--- config.mk ---
export PLATFORM = sky130hd
export DESIGN_NAME = uart_cmd_ctrl
export DESIGN_NICKNAME = d
export VERILOG_FILES = /design/src/rtl/uart_cmd_ctrl.sv
export SDC_FILE = /design/constraint.sdc
export NUM_CORES = 1
export LEC_CHECK = 0
export CAP_MARGIN = 20
export CORE_MARGIN = 2
export CORE_UTILIZATION = 30
export DETAILED_ROUTE_END_ITERATION = 10
export DONT_BUFFER_PORTS = 1
export PLACE_DENSITY = 0.5
export SLEW_MARGIN = 25
export SYNTH_ARGS = -nofsm -noshare
export SYNTH_HDL_FRONTEND = slang
export SYNTH_SLANG_ARGS = --single-unit
--- constraint.sdc ---
create_clock -name clk -period 2.75 [get_ports clk]
set_clock_uncertainty 0.15 [all_clocks]
set_input_delay 0.55 -clock clk [delete_from_list [all_inputs] [get_ports clk]]
set_output_delay 0.55 -clock clk [all_outputs]
set_load 0.05 [all_outputs]
--- src/rtl/uart_cmd_ctrl.sv ---
// UART command controller: parses SYNC/CMD/ADDR/DATA/CHK frames into register
// bus accesses and returns a 4-byte SYNC/STATUS/ADDR/DATA response frame.
module uart_cmd_ctrl #(
  parameter logic [7:0]  SYNC_BYTE      = 8'hA5,
  parameter int unsigned TIMEOUT_CYCLES = 1000000
) (
  input  logic       clk,
  input  logic       reset,
  input  logic [7:0] from_uart_data,
  input  logic       from_uart_valid,
  input  logic       from_uart_error,
  output logic       from_uart_ready,
  output logic [7:0] to_uart_data,
  output logic       to_uart_valid,
  output logic       to_uart_error,
  input  logic       to_uart_ready,
  output logic [7:0] reg_addr,
  output logic [7:0] reg_wdata,
  output logic       reg_write,
  output logic       reg_read,
  input  logic [7:0] reg_rdata
);

  localparam int unsigned TW = (TIMEOUT_CYCLES < 2) ? 1 : $clog2(TIMEOUT_CYCLES);
  localparam logic [TW-1:0] TIMER_LAST = TW'(TIMEOUT_CYCLES - 1);

  localparam logic [7:0] CMD_WRITE   = 8'h01;
  localparam logic [7:0] CMD_READ    = 8'h02;
  localparam logic [7:0] ST_OK       = 8'h00;
  localparam logic [7:0] ST_BAD_CHK  = 8'h01;
  localparam logic [7:0] ST_BAD_CMD  = 8'h02;

  typedef enum logic [2:0] {
    HUNT, RX_CMD, RX_ADDR, RX_DATA, RX_CHK, EXEC, RD_WAIT, TX
  } state_e;

  state_e        state_q, state_d;
  logic [7:0]    cmd_q, cmd_d;
  logic [7:0]    addr_q, addr_d;
  logic [7:0]    data_q, data_d;
  logic [TW-1:0] timer_q, timer_d;
  logic [7:0]    status_q, status_d;
  logic [7:0]    resp_q, resp_d;
  logic          is_read_q, is_read_d;
  logic [1:0]    idx_q, idx_d;
  logic [7:0]    reg_addr_q, reg_addr_d;
  logic [7:0]    reg_wdata_q, reg_wdata_d;
  logic          reg_write_q, reg_write_d;
  logic          reg_read_q, reg_read_d;
  logic [7:0]    tx_data_q, tx_data_d;
  logic          tx_valid_q, tx_valid_d;
  logic          ready_q, ready_d;

  logic       accept_c;
  logic [7:0] sum_c;
  logic [1:0] nxt_idx_c;

  assign accept_c = from_uart_valid & ready_q;
  assign sum_c    = cmd_q + addr_q + data_q;

  // Next-state and output decode
  always_comb begin
    state_d     = state_q;
    cmd_d       = cmd_q;
    addr_d      = addr_q;
    data_d      = data_q;
    timer_d     = timer_q;
    status_d    = status_q;
    resp_d      = resp_q;
    is_read_d   = is_read_q;
    idx_d       = idx_q;
    reg_addr_d  = reg_addr_q;
    reg_wdata_d = reg_wdata_q;
    reg_write_d = 1'b0;
    reg_read_d  = 1'b0;
    tx_data_d   = tx_data_q;
    tx_valid_d  = tx_valid_q;
    nxt_idx_c   = idx_q + 2'd1;

    case (state_q)
      HUNT: begin
        timer_d = '0;
        if (accept_c && !from_uart_error && from_uart_data == SYNC_BYTE) begin
          state_d = RX_CMD;
        end
      end

      RX_CMD, RX_ADDR, RX_DATA, RX_CHK: begin
        if (accept_c) begin
          timer_d = '0;
          if (from_uart_error) begin
            state_d = HUNT;
          end else begin
            case (state_q)
              RX_CMD:  begin cmd_d  = from_uart_data; state_d = RX_ADDR; end
              RX_ADDR: begin addr_d = from_uart_data; state_d = RX_DATA; end
              RX_DATA: begin data_d = from_uart_data; state_d = RX_CHK;  end
              default: begin
                // Frame verdict is resolved here so the strobe lands in EXEC.
                state_d     = EXEC;
                reg_addr_d  = addr_q;
                reg_wdata_d = data_q;
                resp_d      = data_q;
                is_read_d   = 1'b0;
                if (from_uart_data != sum_c) begin
                  status_d = ST_BAD_CHK;
                end else if (cmd_q == CMD_WRITE) begin
                  status_d    = ST_OK;
                  reg_write_d = 1'b1;
                end else if (cmd_q == CMD_READ) begin
                  status_d   = ST_OK;
                  reg_read_d = 1'b1;
                  is_read_d  = 1'b1;
                end else begin
                  status_d = ST_BAD_CMD;
                end
              end
            endcase
          end
        end else if (timer_q == TIMER_LAST) begin
          timer_d = '0;
          state_d = HUNT;
        end else begin
          timer_d = timer_q + TW'(1);
        end
      end

      EXEC: begin
        if (is_read_q) begin
          state_d = RD_WAIT;
        end else begin
          state_d    = TX;
          idx_d      = 2'd0;
          tx_data_d  = SYNC_BYTE;
          tx_valid_d = 1'b1;
        end
      end

      RD_WAIT: begin
        resp_d     = reg_rdata;
        status_d   = ST_OK;
        state_d    = TX;
        idx_d      = 2'd0;
        tx_data_d  = SYNC_BYTE;
        tx_valid_d = 1'b1;
      end

      TX: begin
        if (tx_valid_q && to_uart_ready) begin
          if (idx_q == 2'd3) begin
            tx_valid_d = 1'b0;
            state_d    = HUNT;
          end else begin
            idx_d = nxt_idx_c;
            case (nxt_idx_c)
              2'd1:    tx_data_d = status_q;
              2'd2:    tx_data_d = reg_addr_q;
              default: tx_data_d = resp_q;
            endcase
          end
        end
      end

      default: state_d = HUNT;
    endcase

    ready_d = (state_d == HUNT) || (state_d == RX_CMD) || (state_d == RX_ADDR) ||
              (state_d == RX_DATA) || (state_d == RX_CHK);
  end

  always_ff @(posedge clk or posedge reset) begin
    if (reset) begin
      state_q     <= HUNT;
      cmd_q       <= '0;
      addr_q      <= '0;
      data_q      <= '0;
      timer_q     <= '0;
      status_q    <= '0;
      resp_q      <= '0;
      is_read_q   <= 1'b0;
      idx_q       <= '0;
      reg_addr_q  <= '0;
      reg_wdata_q <= '0;
      reg_write_q <= 1'b0;
      reg_read_q  <= 1'b0;
      tx_data_q   <= '0;
      tx_valid_q  <= 1'b0;
      ready_q     <= 1'b1;
    end else begin
      state_q     <= state_d;
      cmd_q       <= cmd_d;
      addr_q      <= addr_d;
      data_q      <= data_d;
      timer_q     <= timer_d;
      status_q    <= status_d;
      resp_q      <= resp_d;
      is_read_q   <= is_read_d;
      idx_q       <= idx_d;
      reg_addr_q  <= reg_addr_d;
      reg_wdata_q <= reg_wdata_d;
      reg_write_q <= reg_write_d;
      reg_read_q  <= reg_read_d;
      tx_data_q   <= tx_data_d;
      tx_valid_q  <= tx_valid_d;
      ready_q     <= ready_d;
    end
  end

  assign from_uart_ready = ready_q;
  assign to_uart_data    = tx_data_q;
  assign to_uart_valid   = tx_valid_q;
  assign to_uart_error   = 1'b0;
  assign reg_addr        = reg_addr_q;
  assign reg_wdata       = reg_wdata_q;
  assign reg_write       = reg_write_q;
  assign reg_read        = reg_read_q;

endmodule

* Word-level counts from Yosys, hierarchy flattened
Cells that the tools add are included.
** Word-level totals
- Bits in registers :: 94
- Bits in latches :: 0
- RAM bits :: 0
- ROM bits :: 0
- Bits of input ports :: 21
- Logic and storage cells :: 120
- Memories kept :: 0
** Operators by class
- Add/sub/neg operators :: 4
- Multiply operators :: 0
- Divide/modulo/power cells :: 0
- $lt $le $gt $ge :: 0
- Equal/unequal tests :: 26
- Shift operators :: 0
- Multiplexer cells :: 49
- Bitwise operators :: 3
- Reductions and logical operators :: 22
** Operators by type and width (count)
- two-way mux 8 bit :: 9
- case mux 8 bit (2 select lines) :: 3
- two-way mux 20 bit :: 2
- case mux 20 bit (2 select lines) :: 1
- AND reduction 4 bit :: 7
- case mux 8 bit (3 select lines) :: 1
- adder 20 x 1 -> 20 bit (second input constant) :: 1
- == test 20 bit (second input constant) :: 1
- two-way mux 3 bit :: 6
- two-way mux 1 bit :: 17
- adder 8 bit :: 2
- == test 3 bit (second input constant) :: 5
- case mux 3 bit (5 select lines) :: 1
- != test 2 bit (second input constant) :: 7
- == test 3 x 2 -> 1 bit (second input constant) :: 4
- two-way mux 2 bit :: 6
- case mux 3 bit (3 select lines) :: 1
- == test 8 x 1 -> 1 bit (second input constant) :: 1
- == test 8 x 2 -> 1 bit (second input constant) :: 1
- == test 8 bit (second input constant) :: 1
- != test 8 bit :: 1
- == test 3 x 1 -> 1 bit (second input constant) :: 2
- logical NOT 3 bit :: 2
- case mux 2 bit (3 select lines) :: 1
- 13 further kinds :: 21

* Logic depth before layout (Yosys ltp)
- Depth in word-level cells :: 10
- Depth in mapped cells :: 11

* Least setup slack after synthesis
OpenSTA, ideal clock, no wires.
- Kind :: reg-to-reg
- Start :: reg cmd_q[1]
- End :: reg reg_write_q (netlist: reg_write)
- Data arrival time :: 2.612 ns
- Slack :: -0.117 ns
- Cell stages (with the launch flop) :: 10
- Path buffers :: 0
- Cell sequence :: dfrtp_1 > fa_1 > ha_1 > fa_1 > a21o_1 > a21oi_1 > o21ai_0 > xnor2_1 > nor4_1 > nor4b_1
** On the way
- Word-level cells in the longest chain between the ends :: 8
** Ends and longest elaborated chain
- start: declaration :: line 38 : logic [7:0] cmd_q, cmd_d;
- start signal: assignment :: line 191 : cmd_q <= cmd_d;
- adder 8 bit (2 in a row) :: line 59 : assign sum_c = cmd_q + addr_q + data_q;
- != test 8 bit :: line 105 : if (from_uart_data != sum_c) begin
- two-way mux 1 bit * :: line 105
- two-way mux 1 bit * :: line 94 : case (state_q)
- two-way mux 1 bit * :: line 91 : if (from_uart_error) begin
- two-way mux 1 bit * :: line 89 : if (accept_c) begin
- two-way mux 1 bit * :: line 80 : case (state_q)
- via reg_write_d :: line 48 : logic reg_write_q, reg_write_d;
- end signal: assignment :: line 201 : reg_write_q <= reg_write_d;
- end: declaration :: line 48
The timed path passes the listed nets; every way through them passes the cells marked *.
A chain may end at the register's enable or synchronous reset.

* Worst setup path in the final report
Ends and elaborated chain as after synthesis.

==> results.py <==
metrics = {
    "place": {
        "gp_congestion": 0.829,
        "portBuffers": 0,
        "placed_area_um2": 4940,
        "dp_hpwl_um": 8080,
        "dp_slack_ns": -0.225,
    },
    "synth": {
        "yosysWarnings": 0,
        "yosysUniqueCellTypes": 57,
        "ys_seq_area_share_pct": 49.1,
        "synth.most_common_cell": "dfrtp_1",
        "synth_ff_type": "dfrtp_1",
        "syn_area_um2": 4490,
        "synth_area_leaders": "dfrtp_1 48%, mux2_2 9.5%, fa_1 3.6%, xnor2_1 3.1%, xor2_1 3.1%",
        "yosys-top-cells-count": "87 x dfrtp_1, 38 x mux2_2, 36 x nand2_1",
        "synth_top_area_share_pct": 48.5,
        "synth_edf_count": 0,
        "syn_area_per_cell_um2": 11.1,
        "synthesis.nets": 445,
        "async_flop_share_pct": 100,
        "synth_seq_cells": 88,
        "syn_inst": 406,
        "yosys.area.top_type": "dfrtp_1",
    },
    "sta": {
        "drv_slew": 0,
        "relSlewSlack_pct": 52.3,
        "timing.hold.ws_ns": 0.0277,
        "worst_pin_slew_ns": 0.714,
        "layout_min_cycle_time_ns": 2.87,
        "final.period_utilization_pct": 104,
        "setup_violations": 5,
        "clock.fmax_mhz": 348,
        "rsz0062_at_grt": "yes",
        "setup_ws_ns": -0.121,
        "hold_viol_final": 0,
    },
    "route": {
        "post_drt_wl_per_cell_um": 17.0,
        "dr_total_vias": 3088,
        "drt-total-wl_um": 10600,
        "drtAntennaViolNets": 0,
        "vias_per_cell": 4.95,
        "post-route-drc-count": 0,
        "drt_iter0_markers": 143,
        "drt-pass1-iter-count": 4,
    },
    "finish": {
        "drive_gt1_share_pct": 24.1,
        "diodes": 0,
        "final_nets": 474,
        "finish.utilization_pct": 36.5,
        "syn2layout_area_growth_pct": 18.7,
        "design_area_um2": 5330,
    },
    "global_route": {
        "grt_max_degree": 33,
        "grt_overflow_total": 0,
        "grt_usage_pct": 14.1,
        "grt_pass1_wl_um": 17600,
        "antenna_found_initial": 0,
        "grt_pass1_vias": 3164,
    },
    "clocking": {
        "cts-buffers-inserted": 9,
        "cts_tree": "yes",
        "clk_pin_slew_worst_paths_ns": 0.07,
        "htreeDepth": 3,
        "clkLatencyLatePin_ns": 0.35,
        "clkSinkCount": 88,
        "clockBufferDepth": 2,
        "cts-root-buf": "clkbuf_16",
    },
    "setup_path": {
        "path_cells": "fa_1 > ha_2 > fa_2 > a21o_1 > a21oi_4 > o21ai_1 > xnor2_2 > nor4_2 > nor4b_2",
        "crit_type": "reg2reg",
        "crit_family": "adder cells",
        "crit_path_max_fanout": 3,
        "cp.buffers_inverters": 0,
        "crit_required_ns": 2.85,
        "cpMaxStageDelayCell": "fa_1",
        "end_kind": "flip-flop",
        "start_kind": "flip-flop",
        "arrival_ns": 2.97,
        "worst_path_largest_cell_delay_ns": 0.48,
    },
    "run": {
        "maxCapViolCount": 0,
    },
    "status": {
        "failed_checks": "setup timing",
        "outcome": "finished with violations",
    },
    "pwr": {
        "p_total_uw": 4160,
        "powerDensity_nw_per_um2": 780,
        "ir_drop_v": 0.000421,
        "leakagePower_uw": 0.00241,
    },
    "die": {
        "rows": 44,
        "core_um2": 14600,
        "die_y_um": 126,
        "start_util_pct": 30.8,
        "ios": 50,
        "die_w_um": 126,
        "die_area_um2": 16000,
    },
    "worst_hold_path": {
        "hold_path.class": "in2async",
    },
}
==> cells by family (layout without fill, tap and decap cells) <==
logic type	Yosys count	after routing	share of synthesized area, %
adders and majority gates	18	18	6.35
muxes	46	46	11.3
AOI/OAI and AO/OA	70	70	10.3
xor gates and xnor gates	32	32	6.24
and+or+nand+nor	125	125	14.2
buffers and inverters	26	60	2.42
other	1	1	0.0835
DFF	88	88	49.1
==> placed cells by master (no fill, tap or decap), drive strengths merged, types with 2 or more instances in the layout <==
cell type,n
clkbuf,10
mux2i,8
xnor2,16
o31ai,4
o211ai,3
mux2,38
a21o,4
nor4bb,2
and3b,2
nand2,36
clkinvlp,3
a22o,3
a211oi,3
nor3b,6
nor2b,2
xor2,16
nor4,3
fa,8
nand2b,3
clkinv,2
nor3,10
buf,33
nor2,29
a21oi,17
or4,2
ha,10
o41ai,2
dfrtp,87
inv,10
o21ai,25
nor4b,2
and4,2
nand4,9
nand3,11
bufinv,2
==> power breakdown <==
group          total, uW  switching [uW]  internal (uW)
registers           1680             237           1450
clock network       1350             524            824
logic               1130             566            563
==> worst paths after layout <==
path                            slack, ns              end  cells after the start         startpoint
worst max-delay path                -0.12        reg_write                      9           cmd_q[1]
worst min-delay path                 0.03      timer_q[18]                      1              reset
worst max register to register      -0.12        reg_write                      9           cmd_q[1]
worst min register to register       0.33        resp_q[6]                      2          resp_q[6]
max in group asynchronous            1.76  from_uart_ready                      2              reset
min in group clk                     0.20        data_q[7]                      1  from_uart_data[7]
==> timing repair <==
item,4_1_cts,5_1_grt
hold buffers,0,0
setup endpoints to repair,5,5
resized for setup,3,9
pin swaps,2,6
setup buffers,0,1
==> layout make-up <==
class	instances	area [um^2]
Sequential cell	88	2200
Inverter	11	45.0
Fill cell	1449	9260
Multi-Input combinational cell	292	2230
Tap cell	184	230
Clock buffer	10	239
Timing Repair Buffer	33	285
Clock inverter	6	92.6
==> metal layers <==
| metal | up-vias | global-route usage [%] | share of wire, % |
|---|---|---|---|
| met1 | 1519 | 18.9 | 46 |
| met5 | - | 0 | 0 |
| li1 | 1502 | - | - |
| met4 | 0 | 3.30 | 0.64 |
| met2 | 63 | 21.8 | 48 |
| met3 | 4 | 5.31 | 5.8 |
==> registers in the layout (all words and copies together), names as in the netlist, 2 cells and up <==
signal,count
cmd_q,8
resp_q,8
status_q,2
data_q,8
reg_addr,8
reg_wdata,8
idx_q,2
to_uart_data,8
state_q,3
addr_q,8
timer_q,20
==> metrics by stage <==
stage               setup TNS, ns  std cells
floorplan                 -0.0733        406
global placement           -0.452        607
detailed placement         -0.658        607
CTS                        -0.714        623
global route               -0.902        624
finish                     -0.232        624
(Power assumes the default switching activity.)
